## config.mk

```make
export PLATFORM = sky130hd
export DESIGN_NAME = multicycle_control_unit_flat
export DESIGN_NICKNAME = d
export VERILOG_FILES = /design/src/rtl/multicycle_control_unit_if.sv /design/src/rtl/multicycle_control_unit.sv /design/src/flat_wrapper.sv
export SDC_FILE = /design/constraint.sdc
export NUM_CORES = 1
export LEC_CHECK = 0
export ABC_AREA = 0
export CORE_AREA = 2 2 53 55
export CTS_BUF_LIST = sky130_fd_sc_hd__clkbuf_4 sky130_fd_sc_hd__clkbuf_8 sky130_fd_sc_hd__clkbuf_16
export CTS_CLUSTER_SIZE = 20
export DETAILED_ROUTE_END_ITERATION = 16
export DIE_AREA = 0 0 55 57
export PLACE_DENSITY = 0.71
export SETUP_SLACK_MARGIN = 0.05
export SKIP_CTS_REPAIR_TIMING = 1
export SLEW_MARGIN = 5
export SYNTH_ARGS = -nofsm -noshare
export SYNTH_HDL_FRONTEND = slang
export SYNTH_SLANG_ARGS = --single-unit
export TNS_END_PERCENT = 10
```

## constraint.sdc

```tcl
create_clock -name clk -period 4.35 [get_ports clk]
set_input_delay 0.87 -clock clk [delete_from_list [all_inputs] [get_ports clk]]
set_output_delay 0.87 -clock clk [all_outputs]
set_load 0.05 [all_outputs]
```

## src/rtl/multicycle_control_unit_if.sv

```systemverilog
// Handshake and decoded-field bundle between the multicycle control unit and its datapath/memories.
// The control unit uses the master modport; the environment uses the slave modport.
interface multicycle_control_unit_if #(
   parameter int unsigned OPCODE_W = 6,
   parameter int unsigned ALU_W    = 4
);
   logic                if_req;
   logic                if_ack;
   logic [OPCODE_W-1:0] opcode;
   logic                mem_req;
   logic                mem_we;
   logic                mem_ack;
   logic                reg_write;
   logic                pc_write;
   logic                branch;
   logic [1:0]          immediate;
   logic [1:0]          mem_inst;
   logic [ALU_W-1:0]    alu_control;
   logic                illegal;
   logic [2:0]          state;

   modport master (
      output if_req,
      input  if_ack,
      input  opcode,
      output mem_req,
      output mem_we,
      input  mem_ack,
      output reg_write,
      output pc_write,
      output branch,
      output immediate,
      output mem_inst,
      output alu_control,
      output illegal,
      output state
   );

   modport slave (
      input  if_req,
      output if_ack,
      output opcode,
      input  mem_req,
      input  mem_we,
      output mem_ack,
      input  reg_write,
      input  pc_write,
      input  branch,
      input  immediate,
      input  mem_inst,
      input  alu_control,
      input  illegal,
      input  state
   );
endinterface

```

## src/rtl/multicycle_control_unit.sv

```systemverilog
// Multicycle FETCH/DECODE/EXEC/MEM/WB sequencer with a sticky illegal-opcode trap.
// Define MCU_TIMEOUT_EN to trap after TIMEOUT_CYC consecutive unacknowledged FETCH/MEM cycles.
module multicycle_control_unit #(
   parameter int unsigned OPCODE_W    = 6,
   parameter int unsigned ALU_W       = 4,
   parameter int unsigned TIMEOUT_CYC = 255
) (
   input logic                       clk,
   input logic                       rst_n,
   multicycle_control_unit_if.master bus
);

   localparam logic [2:0] FETCH  = 3'd0;
   localparam logic [2:0] DECODE = 3'd1;
   localparam logic [2:0] EXEC   = 3'd2;
   localparam logic [2:0] MEM    = 3'd3;
   localparam logic [2:0] WB     = 3'd4;
   localparam logic [2:0] TRAP   = 3'd5;

   localparam logic [1:0] MEM_STORE = 2'b01;
   localparam logic [1:0] MEM_LOAD  = 2'b10;

   logic [2:0] state_q, state_d;
   logic [3:0] alu_q, alu_d;
   logic [1:0] imm_q, imm_d;
   logic [1:0] mem_inst_q, mem_inst_d;
   logic       branch_q, branch_d;
   logic       ill_q, ill_d;

   logic [5:0] op6;
   logic       hi_nz;
   logic [3:0] dec_alu;
   logic [1:0] dec_imm;
   logic [1:0] dec_mem;
   logic       dec_br;
   logic       dec_ill;
   logic       timeout;

   assign op6   = bus.opcode[5:0];
   assign hi_nz = |(bus.opcode >> 6);

   always_comb begin
      dec_alu = 4'b0000;
      dec_imm = 2'b00;
      dec_mem = 2'b00;
      dec_br  = 1'b0;
      dec_ill = 1'b0;
      case (op6)
         6'b000000, 6'b000101: begin dec_alu = 4'b0001; dec_imm = 2'b11; end
         6'b000001, 6'b000110: begin dec_alu = 4'b0001; dec_imm = 2'b10; end
         6'b000010:            begin dec_alu = 4'b0001; dec_imm = 2'b01; dec_mem = MEM_LOAD; end
         6'b000011:            begin dec_alu = 4'b0001; dec_imm = 2'b01; dec_mem = MEM_STORE; end
         6'b100100:            dec_alu = 4'b0001;
         6'b100111:            dec_alu = 4'b1001;
         6'b001000:            begin dec_alu = 4'b1001; dec_imm = 2'b11; end
         6'b001001:            begin dec_alu = 4'b1001; dec_imm = 2'b10; end
         6'b101010:            dec_alu = 4'b0011;
         6'b001011:            begin dec_alu = 4'b0011; dec_imm = 2'b11; end
         6'b001100:            begin dec_alu = 4'b0011; dec_imm = 2'b10; end
         6'b101101:            dec_alu = 4'b0100;
         6'b001110:            begin dec_alu = 4'b0100; dec_imm = 2'b11; end
         6'b001111:            begin dec_alu = 4'b0100; dec_imm = 2'b10; end
         6'b110000:            dec_alu = 4'b0101;
         6'b010001:            begin dec_alu = 4'b0101; dec_imm = 2'b11; end
         6'b010010:            begin dec_alu = 4'b0101; dec_imm = 2'b10; end
         6'b010011:            dec_alu = 4'b0110;
         6'b010100, 6'b010101: begin dec_imm = 2'b01; dec_br = 1'b1; end
         default:              dec_ill = 1'b1;
      endcase
      // Illegal opcodes carry no decoded fields so nothing downstream acts on them.
      if (hi_nz || dec_ill) begin
         dec_ill = 1'b1;
         dec_alu = 4'b0000;
         dec_imm = 2'b00;
         dec_mem = 2'b00;
         dec_br  = 1'b0;
      end
   end

`ifdef MCU_TIMEOUT_EN
   localparam int unsigned CNT_W = (TIMEOUT_CYC > 1) ? $clog2(TIMEOUT_CYC) : 1;

   logic [CNT_W-1:0] cnt_q, cnt_d;
   logic             waiting;

   assign waiting = ((state_q == FETCH) && !bus.if_ack) || ((state_q == MEM) && !bus.mem_ack);
   assign timeout = waiting && (32'(cnt_q) == TIMEOUT_CYC - 1);

   // Counts unacknowledged wait cycles; any state change clears it.
   always_comb begin
      cnt_d = '0;
      if (waiting && !timeout) begin
         cnt_d = cnt_q + 1'b1;
      end
   end

   always_ff @(posedge clk) begin
      if (!rst_n) begin
         cnt_q <= '0;
      end else begin
         cnt_q <= cnt_d;
      end
   end
`else
   assign timeout = 1'b0;
`endif

   always_comb begin
      state_d    = state_q;
      alu_d      = alu_q;
      imm_d      = imm_q;
      mem_inst_d = mem_inst_q;
      branch_d   = branch_q;
      ill_d      = ill_q;
      case (state_q)
         FETCH: begin
            if (bus.if_ack) begin
               state_d    = DECODE;
               alu_d      = dec_alu;
               imm_d      = dec_imm;
               mem_inst_d = dec_mem;
               branch_d   = dec_br;
               ill_d      = dec_ill;
            end else if (timeout) begin
               state_d = TRAP;
            end
         end
         DECODE: state_d = ill_q ? TRAP : EXEC;
         EXEC: begin
            if (mem_inst_q != 2'b00) begin
               state_d = MEM;
            end else if (branch_q) begin
               state_d = FETCH;
            end else begin
               state_d = WB;
            end
         end
         MEM: begin
            if (bus.mem_ack) begin
               state_d = (mem_inst_q == MEM_STORE) ? FETCH : WB;
            end else if (timeout) begin
               state_d = TRAP;
            end
         end
         WB:      state_d = FETCH;
         TRAP:    state_d = TRAP;
         default: state_d = TRAP;
      endcase
   end

   always_ff @(posedge clk) begin
      if (!rst_n) begin
         state_q    <= FETCH;
         alu_q      <= 4'b0000;
         imm_q      <= 2'b00;
         mem_inst_q <= 2'b00;
         branch_q   <= 1'b0;
         ill_q      <= 1'b0;
      end else begin
         state_q    <= state_d;
         alu_q      <= alu_d;
         imm_q      <= imm_d;
         mem_inst_q <= mem_inst_d;
         branch_q   <= branch_d;
         ill_q      <= ill_d;
      end
   end

   always_comb begin
      bus.if_req      = (state_q == FETCH);
      bus.mem_req     = (state_q == MEM);
      bus.mem_we      = (state_q == MEM) && (mem_inst_q == MEM_STORE);
      // Only ALU ops and loads ever reach WB, so stores/branches never write the register file.
      bus.reg_write   = (state_q == WB);
      bus.pc_write    = (state_q == WB)
                     || ((state_q == EXEC) && branch_q)
                     || ((state_q == MEM) && (mem_inst_q == MEM_STORE) && bus.mem_ack);
      bus.illegal     = (state_q == TRAP);
      bus.branch      = branch_q;
      bus.immediate   = imm_q;
      bus.mem_inst    = mem_inst_q;
      bus.alu_control = ALU_W'(alu_q);
      bus.state       = state_q;
   end

endmodule

```

## src/flat_wrapper.sv

```systemverilog
// flat-port wrapper written by rule: the top's interface ports become plain ports
module multicycle_control_unit_flat 
#(
   parameter int unsigned OPCODE_W    = 6,
   parameter int unsigned ALU_W       = 4,
   parameter int unsigned TIMEOUT_CYC = 255
)
  (clk, rst_n, bus_if_req, bus_if_ack, bus_opcode, bus_mem_req, bus_mem_we, bus_mem_ack, bus_reg_write, bus_pc_write, bus_branch, bus_immediate, bus_mem_inst, bus_alu_control, bus_illegal, bus_state);
  multicycle_control_unit_if #(.OPCODE_W(OPCODE_W), .ALU_W(ALU_W)) bus_i ();
  input logic clk;
  input logic rst_n;
  output wire logic [$bits(bus_i.if_req)-1:0] bus_if_req;
  input wire logic [$bits(bus_i.if_ack)-1:0] bus_if_ack;
  input wire logic [$bits(bus_i.opcode)-1:0] bus_opcode;
  output wire logic [$bits(bus_i.mem_req)-1:0] bus_mem_req;
  output wire logic [$bits(bus_i.mem_we)-1:0] bus_mem_we;
  input wire logic [$bits(bus_i.mem_ack)-1:0] bus_mem_ack;
  output wire logic [$bits(bus_i.reg_write)-1:0] bus_reg_write;
  output wire logic [$bits(bus_i.pc_write)-1:0] bus_pc_write;
  output wire logic [$bits(bus_i.branch)-1:0] bus_branch;
  output wire logic [$bits(bus_i.immediate)-1:0] bus_immediate;
  output wire logic [$bits(bus_i.mem_inst)-1:0] bus_mem_inst;
  output wire logic [$bits(bus_i.alu_control)-1:0] bus_alu_control;
  output wire logic [$bits(bus_i.illegal)-1:0] bus_illegal;
  output wire logic [$bits(bus_i.state)-1:0] bus_state;
  assign bus_if_req = bus_i.if_req;
  assign bus_i.if_ack = bus_if_ack;
  assign bus_i.opcode = bus_opcode;
  assign bus_mem_req = bus_i.mem_req;
  assign bus_mem_we = bus_i.mem_we;
  assign bus_i.mem_ack = bus_mem_ack;
  assign bus_reg_write = bus_i.reg_write;
  assign bus_pc_write = bus_i.pc_write;
  assign bus_branch = bus_i.branch;
  assign bus_immediate = bus_i.immediate;
  assign bus_mem_inst = bus_i.mem_inst;
  assign bus_alu_control = bus_i.alu_control;
  assign bus_illegal = bus_i.illegal;
  assign bus_state = bus_i.state;
  multicycle_control_unit #(.OPCODE_W(OPCODE_W), .ALU_W(ALU_W), .TIMEOUT_CYC(TIMEOUT_CYC)) u_core (.clk(clk), .rst_n(rst_n), .bus(bus_i));
endmodule
```

Yosys cells after proc, flatten, opt, wreduce, memory -nomap -nowiden
Index checks and enable logic that the tools add are counted.

Register bits: 13. Input port bits: 10. Output and inout bits: 18. Logic and storage cells: 71.

Equal/unequal tests: 29. Muxes and demuxes: 16. Reduce and logical (&&, ||, !) cells: 20.

Operators by type and width (number): $eq 6x4->1 const B (6); $eq 6x5->1 const B (5); $eq 6x6->1 const B (5); $pmux 4 s6 (1); $reduce_or 22->1 (1); $mux 3 (6); $pmux 3 s5 (1); $eq 6x2->1 const B (2); $eq 6x3->1 const B (2); $reduce_or 3->1 (4); $reduce_or 6->1 (2); $reduce_or 7->1 (1); $eq 3x2->1 const B (2); $eq 3x3->1 const B (2); $eq 6x1->1 const B (1); $logic_not 6->1 (1); $pmux 2 s3 (1); $mux 2 (2); $mux 4 (1); $ne 2x1->1 const B (2); $pmux 2 s2 (1); $reduce_and 2->1 (2); $reduce_or 4->1 (1); $eq 3x1->1 const B (1); 7 further kinds (12).

Longest topological paths before layout
Gate-level depths: netlist of run 1.

Word-level depth: 4. Depth in mapped cells: 7. Gate-level depth less buffers: 5.

Worst setup path after synthesis of run 1
OpenSTA, ideal clock, no wires.

Path kind: register to output. Start: reg u_core.state_q[1] (netlist: u_core.bus.state[1]). End: out bus_pc_write. Data arrival time: 2.692 ns. Required time: 3.480 ns. Slack: 0.788 ns. Cell stages (with the launch flop): 5. Buffers on the path: 0. Cells stage by stage: dfxtp_1 nand2_1 nor3_1 nand2_1 o21ai_0.

Longest elaborated chain between the ends: 4. Elaborated cells between the ends (all ways): 8. Those cells by class: eq/ne: 3; reduce/logical: 5.

RTL lines: start, declared (line multicycle_control_unit.sv:23) `logic [2:0] state_q, state_d;`; start signal, assigned (line multicycle_control_unit.sv:160) `state_q <= state_d;`; $eq 3x2->1; $logic_and 1x1->1; via bus_mem_we (line flat_wrapper.sv:16) `output wire logic [$bits(bus_i.mem_we)-1:0] bus_mem_we;`; $logic_and 1x1->1 (line multicycle_control_unit.sv:177) `|| ((state_q == MEM) && (mem_inst_q == MEM_STORE) && bus.mem_ack);`; $logic_or 1x1->1 (line multicycle_control_unit.sv:177); end, declared (line flat_wrapper.sv:19) `output wire logic [$bits(bus_i.pc_write)-1:0] bus_pc_write;`.

The timed path passes the listed nets, and every way through them passes these cells.

Worst setup path after layout of run 1
Start: in bus_mem_ack. End: out bus_pc_write.

Longest elaborated chain between the ends: 2.

RTL lines: start, declared (line flat_wrapper.sv:17) `input wire logic [$bits(bus_i.mem_ack)-1:0] bus_mem_ack;`; $logic_and 1x1->1 (line multicycle_control_unit.sv:177); $logic_or 1x1->1 (line multicycle_control_unit.sv:177).

No other way between the ends.

==> impl_metrics.tcl, run 1 <==
set metrics [dict create \
    grt_pass1_wl_mm 4.33 \
    ys_ff_latch 13 \
    synth_edf_count 0 \
    async_reset_ff_frac 0 \
    routedWlPerCell_um 13.1 \
    core-area_sq_um 2620 \
    rows 19 \
    hold_viol 0 \
    area_growth_pct 22.7 \
    route.detailed.drc 0 \
    timing.final.crit_share 0.736 \
    cts_tree "done" \
    ios 28 \
    die_h_um 57 \
    grt_use_met2 0.286 \
    viasPerCell 5.80 \
    vias 1149 \
    power_density_nw_per_um2 321 \
    pwr-share-comb 0.459 \
    die_x_um 55 \
    vdd_drop_max_mv 0.312 \
    numCtsBuffers 3 \
    cts_sinks 13 \
    postSynthAreaPerCell_sq_um 7.14 \
    drv_slew 0 \
    critPathTopFamily "buffers and inverters" \
    critPathLaunchType "input pin" \
    portBuffers 27 \
    drive_gt1_frac 0.0419 \
    synthFlopType "dfxtp_1" \
    synth_warnings 0 \
    clock_path_buffers 2 \
    die_area_sq_um 3140 \
    root_buffer "clkbuf_4" \
    path_buf_inv 2 \
    final_util 0.512 \
    clock_latency_ps 270 \
    clk_pin_slew_ps 80 \
    setup_viol 0 \
    antenna_found_initial 0 \
    htreeDepth 1 \
    cp_slowest_cell "clkdlybuf4s50_1" \
    synthTopCellsByCount "a21oi_1, nand2_1, dfxtp_1, nor2_1, buf_2" \
    synthesis.nets 163 \
    fin_skew_ps 1.78 \
    pwr-share-seq 0.353 \
    overflow 0 \
    status "finished clean" \
    end_kind "output port" \
    synthCells 153 \
    grtUsageTotal 0.179 \
    rsz0062_at_grt "false" \
    min_path_type "flip-flop to flip-flop" \
    crit_chain "clkdlybuf4s50_1 -> nand2_1 -> o21ai_0 -> clkdlybuf4s50_1" \
    detail-route-antenna-nets 0 \
    p_switching_mw 0.184 \
    use_met1 0.252 \
    tns_ps 0 \
    cp_common_cell "clkdlybuf4s50_1" \
    dp_hpwl_mm 1.84 \
    internal-power_mw 0.246 \
    leakagePower_nw 0.453 \
    fin_crit_ps 3200 \
    gp_congestion 0.788 \
    clkPwrFrac 0.188 \
    synth_area_leaders "dfxtp_1, a21oi_1, nand2_1, buf_2, nor2_1" \
    worst_pin_slew_ps 716 \
    diodes 0 \
    routed_wl_mm 2.60 \
    ys_seq_area_frac 0.238 \
    yosys.area.top_type_share 0.238 \
    netSwitchingFraction 0.428 \
    cap_violations 0 \
    drtIter0Drc 13 \
    grt_pass1_vias 974 \
    worstSetupPathType "input pin to output port" \
    grt_max_degree 23 \
    firstDrtPassIters 4 \
    fmax_mhz 312 \
    synth.distinct_cells 44 \
    cp.arrival_ps 2330 \
    critPathMaxFanout 3 \
    slew_headroom 0.521 \
    required_ps 3480 \
    nets 178 \
    yosysTopAreaCell "dfxtp_1" \
    initial_core_util 0.418 \
    synth.cell_area_sq_um 1090 \
    use_met3 0.0497 \
    grt.busiest_layer "met2" \
    max_stage_delay_ps 820 \
]
-- routing by layer --
layer / up-vias / wire (um)
li1: 587 / -
met1: 524 / 1220
met2: 36 / 1210
met3: 2 / 151
met4: 0 / 14
met5: - / 0
-- layout make-up --
| class | instances | area, sq um |
|---|---|---|
| Timing Repair Buffer | 27 | 270 |
| Fill cell | 284 | 1270 |
| Clock buffer | 4 | 30.0 |
| Tap cell | 31 | 38.8 |
| Sequential cell | 13 | 260 |
| Inverter | 2 | 7.51 |
| Multi-Input combinational cell | 121 | 733 |
-- cell usage in the layout (no fill, tap or decap), types with 2 or more instances in the layout --
cell	count
clkdlybuf4s50_1	27
nand2_1	17
a21oi_1	17
nor2_1	13
dfxtp_1	13
nor3_1	7
o21ai_0	6
nand2b_1	5
a211oi_1	5
nor2b_1	4
clkbuf_4	4
mux2i_1	3
and2_1	3
nand4_1	3
xnor2_1	3
and3b_1	2
or2_1	2
o211ai_1	2
o31ai_1	2
nor4_1	2
a211o_1	2
o41ai_1	2
nand3_1	2
o22ai_1	2
-- power groups by stage --
| stage | registers [mW] | clock network, mW | logic [mW] |
|---|---|---|---|
| after global placement | 0.154 | 0 | 0.195 |
| after CTS | 0.152 | 0.0839 | 0.198 |
| after floorplan | 0.178 | 0 | 0.122 |
| after global routing | 0.156 | 0.0869 | 0.213 |
| final | 0.152 | 0.0806 | 0.197 |
| after detailed placement | 0.155 | 0 | 0.197 |
-- logic make-up after synthesis --
logic type	count (synthesis)	synth area share
buf+inv	19	0.0905
compound gates	47	0.278
simple gates	66	0.310
mux	5	0.0584
xor+xnor	3	0.0241
flops	13	0.238
-- registers in the layout (all words and copies together) (netlist names) --
| register | cells |
|---|---|
| u_core.bus.immediate | 2 |
| u_core.bus.state | 3 |
| u_core.bus.mem_inst | 2 |
| u_core.bus.alu_control | 4 |
| u_core.ill_q | 1 |
| u_core.bus.branch | 1 |
-- final timing paths --
kind	start	to	slack, ps	depth (start not counted)
max reg2reg	u_core.bus.state[1]	u_core.bus.branch	2670	5
min	u_core.bus.alu_control[2]	u_core.bus.alu_control[2]	460	2
max	bus_mem_ack	bus_pc_write	1150	4
min reg2reg	u_core.bus.alu_control[2]	u_core.bus.alu_control[2]	460	2
-- worst min-delay path, delay by kind of cell (launching register included) --
family	cells	cell delay (ps)
flip-flops	1	310
AO/OA/AOI/OAI	1	50
AND/OR/NAND/NOR	1	50
-- metrics by stage --
stage	cells	hold slack, ps	area, sq um	power (mW)	worst slack [ps]
floorplan	153	522	1090	0.300	788
global route	198	476	1340	0.455	1040
detailed placement	194	449	1310	0.352	1150
global placement	194	447	1310	0.349	1180
finish	198	459	1340	0.430	1150
CTS	198	464	1340	0.434	1150
Power figures use the tool's default switching activity.
==> run 2, diff against run 1 <==
==> constraint.sdc (replaced) <==
create_clock -name clk -period 3 [get_ports clk]
set_input_delay 0.6 -clock clk [delete_from_list [all_inputs] [get_ports clk]]
set_output_delay 0.6 -clock clk [all_outputs]
set_load 0.05 [all_outputs]
==> run 2 against run 1 <==
Against the previous run: clock skew is 4.8 ps higher; utilization up 1.5 points; non-clock buffer count is 5 higher; worst hold slack worse by 0.97 ps; clock-buffer cell count did not move; combinational power is 54% higher; register-to-register slack worse by 1300 ps; die area unchanged; critical endpoint is now bus_mem_we; clock power grew 45%; via count rose by 2.3%.
==> impl_metrics.tcl, run 2 (same netlist as run 1, synthesis figures left out) <==
set metrics [dict create \
    final_cell_mix "clkdlybuf4s50_1, nand2_1, a21oi_1, nor2_1, dfxtp_1" \
    clock_path_buffers 2 \
    fmax_mhz 375 \
    clk_pin_slew_ps 80 \
    hold_viol 0 \
    timing.final.crit_share 0.888 \
    portBuffers 27 \
    die_area_sq_um 3140 \
    final_util 0.528 \
    pwr-share-comb 0.480 \
    grt_pass1_vias 1021 \
    grt_pass1_wl_mm 4.54 \
    area_growth_pct 26.3 \
    min_path_type "flip-flop to flip-flop" \
    drive_gt1_frac 0.0814 \
    gp_congestion 0.813 \
    tns_ps 0 \
    vias 1175 \
    route.detailed.drc 0 \
    cp.arrival_ps 2060 \
    setup_viol 0 \
    p_switching_mw 0.271 \
    die_h_um 57 \
    diodes 0 \
    drv_slew 0 \
    rsz0062_at_grt "false" \
    power_density_nw_per_um2 459 \
    totalPowerFinal_mw 0.634 \
    slew_headroom 0.515 \
    root_buffer "clkbuf_4" \
    fin_skew_ps 6.59 \
    htreeDepth 1 \
    rows 19 \
    routedWlPerCell_um 13.7 \
    overflow 0 \
    viasPerCell 5.79 \
    critPathMaxFanout 13 \
    nets 183 \
    dp_hpwl_mm 1.97 \
    final.fill_count 280 \
    ios 28 \
    clkPwrFrac 0.185 \
    final_cells 203 \
    die_x_um 55 \
    largest_reg_flops 4 \
    status "finished clean" \
    critPathLaunchType "flip-flop" \
    core-area_sq_um 2620 \
    grt_max_degree 23 \
    cap_violations 0 \
    initial_core_util 0.418 \
    cts_sinks 13 \
    worst_pin_slew_ps 725 \
    internal-power_mw 0.363 \
    layout_commonest_cell "clkdlybuf4s50_1" \
    pwr-share-seq 0.335 \
    register_area_sq_um 260 \
    hold_slack_ps 458 \
    routed_wl_mm 2.78 \
    detail-route-antenna-nets 0 \
    cts_tree "done" \
    leakagePower_nw 0.480 \
    clock_latency_ps 280 \
    drtIter0Drc 45 \
    end_kind "output port" \
    multiInputGateArea_sq_um 738 \
    worstSetupPathType "flip-flop to output port" \
    dpl.cell_count 199 \
    grtUsageTotal 0.188 \
    vdd_drop_max_mv 0.364 \
    numCtsBuffers 3 \
    netSwitchingFraction 0.427 \
    required_ps 2400 \
    antenna_found_initial 0 \
    firstDrtPassIters 4 \
    fin_crit_ps 2660 \
]
run 2: cell count changes in the layout (fill, tap and decap cells not counted):
cell / delta
buf_4: +6
clkdlybuf4s50_1: -1
nor3_1: -1
nor3_2: +1
o21ai_0: -1
o21ai_1: +1
run 2: metrics by stage:
step | cell area (sq um) | setup slack [ps]
3_5_place_dp | 1350 | 553
5_1_grt | 1380 | 224
2_1_floorplan | 1100 | 189
3_3_place_gp | 1350 | 597
4_1_cts | 1380 | 326
6_report | 1380 | 336
run 2: routing by layer:
metal / routed length [um] / global-route usage / up-vias
met5: 0 / 0 / -
met4: 4 / 0.0244 / 0
met3: 162 / 0.0471 / 2
met2: 1420 / 0.308 / 32
met1: 1200 / 0.254 / 547
li1: - / - / 594
run 2: layout make-up:
cell class / instances / share of cell area
multi-input cells: 121 / 0.535
repair buffers: 32 / 0.221
flip-flops and latches: 13 / 0.189
well taps: 31 / 0.0281
clock buffers: 4 / 0.0218
inverters: 2 / 0.00544
run 2: power by group through the flow:
stage	clock (mW)	combinational (mW)	sequential [mW]
floorplan	0	0.178	0.257
global placement	0	0.299	0.216
detailed placement	0	0.303	0.217
CTS	0.120	0.304	0.213
global route	0.128	0.329	0.215
finish	0.117	0.304	0.213
run 2: final timing paths:
path / depth (start not counted) / slack (ps) / startpoint / to
worst min register to register: 2 / 460 / u_core.bus.alu_control[2] / u_core.bus.alu_control[2]
worst min-delay path: 2 / 460 / u_core.bus.alu_control[2] / u_core.bus.alu_control[2]
worst max register to register: 5 / 1330 / u_core.bus.state[0] / u_core.bus.branch
worst max-delay path: 3 / 340 / u_core.bus.state[0] / bus_mem_we
run 2: critical path, cell delays in order (launching register included):
cell,delay (ps)
dfxtp_1,570
nand2_1,180
nor3_2,210
clkdlybuf4s50_1,820
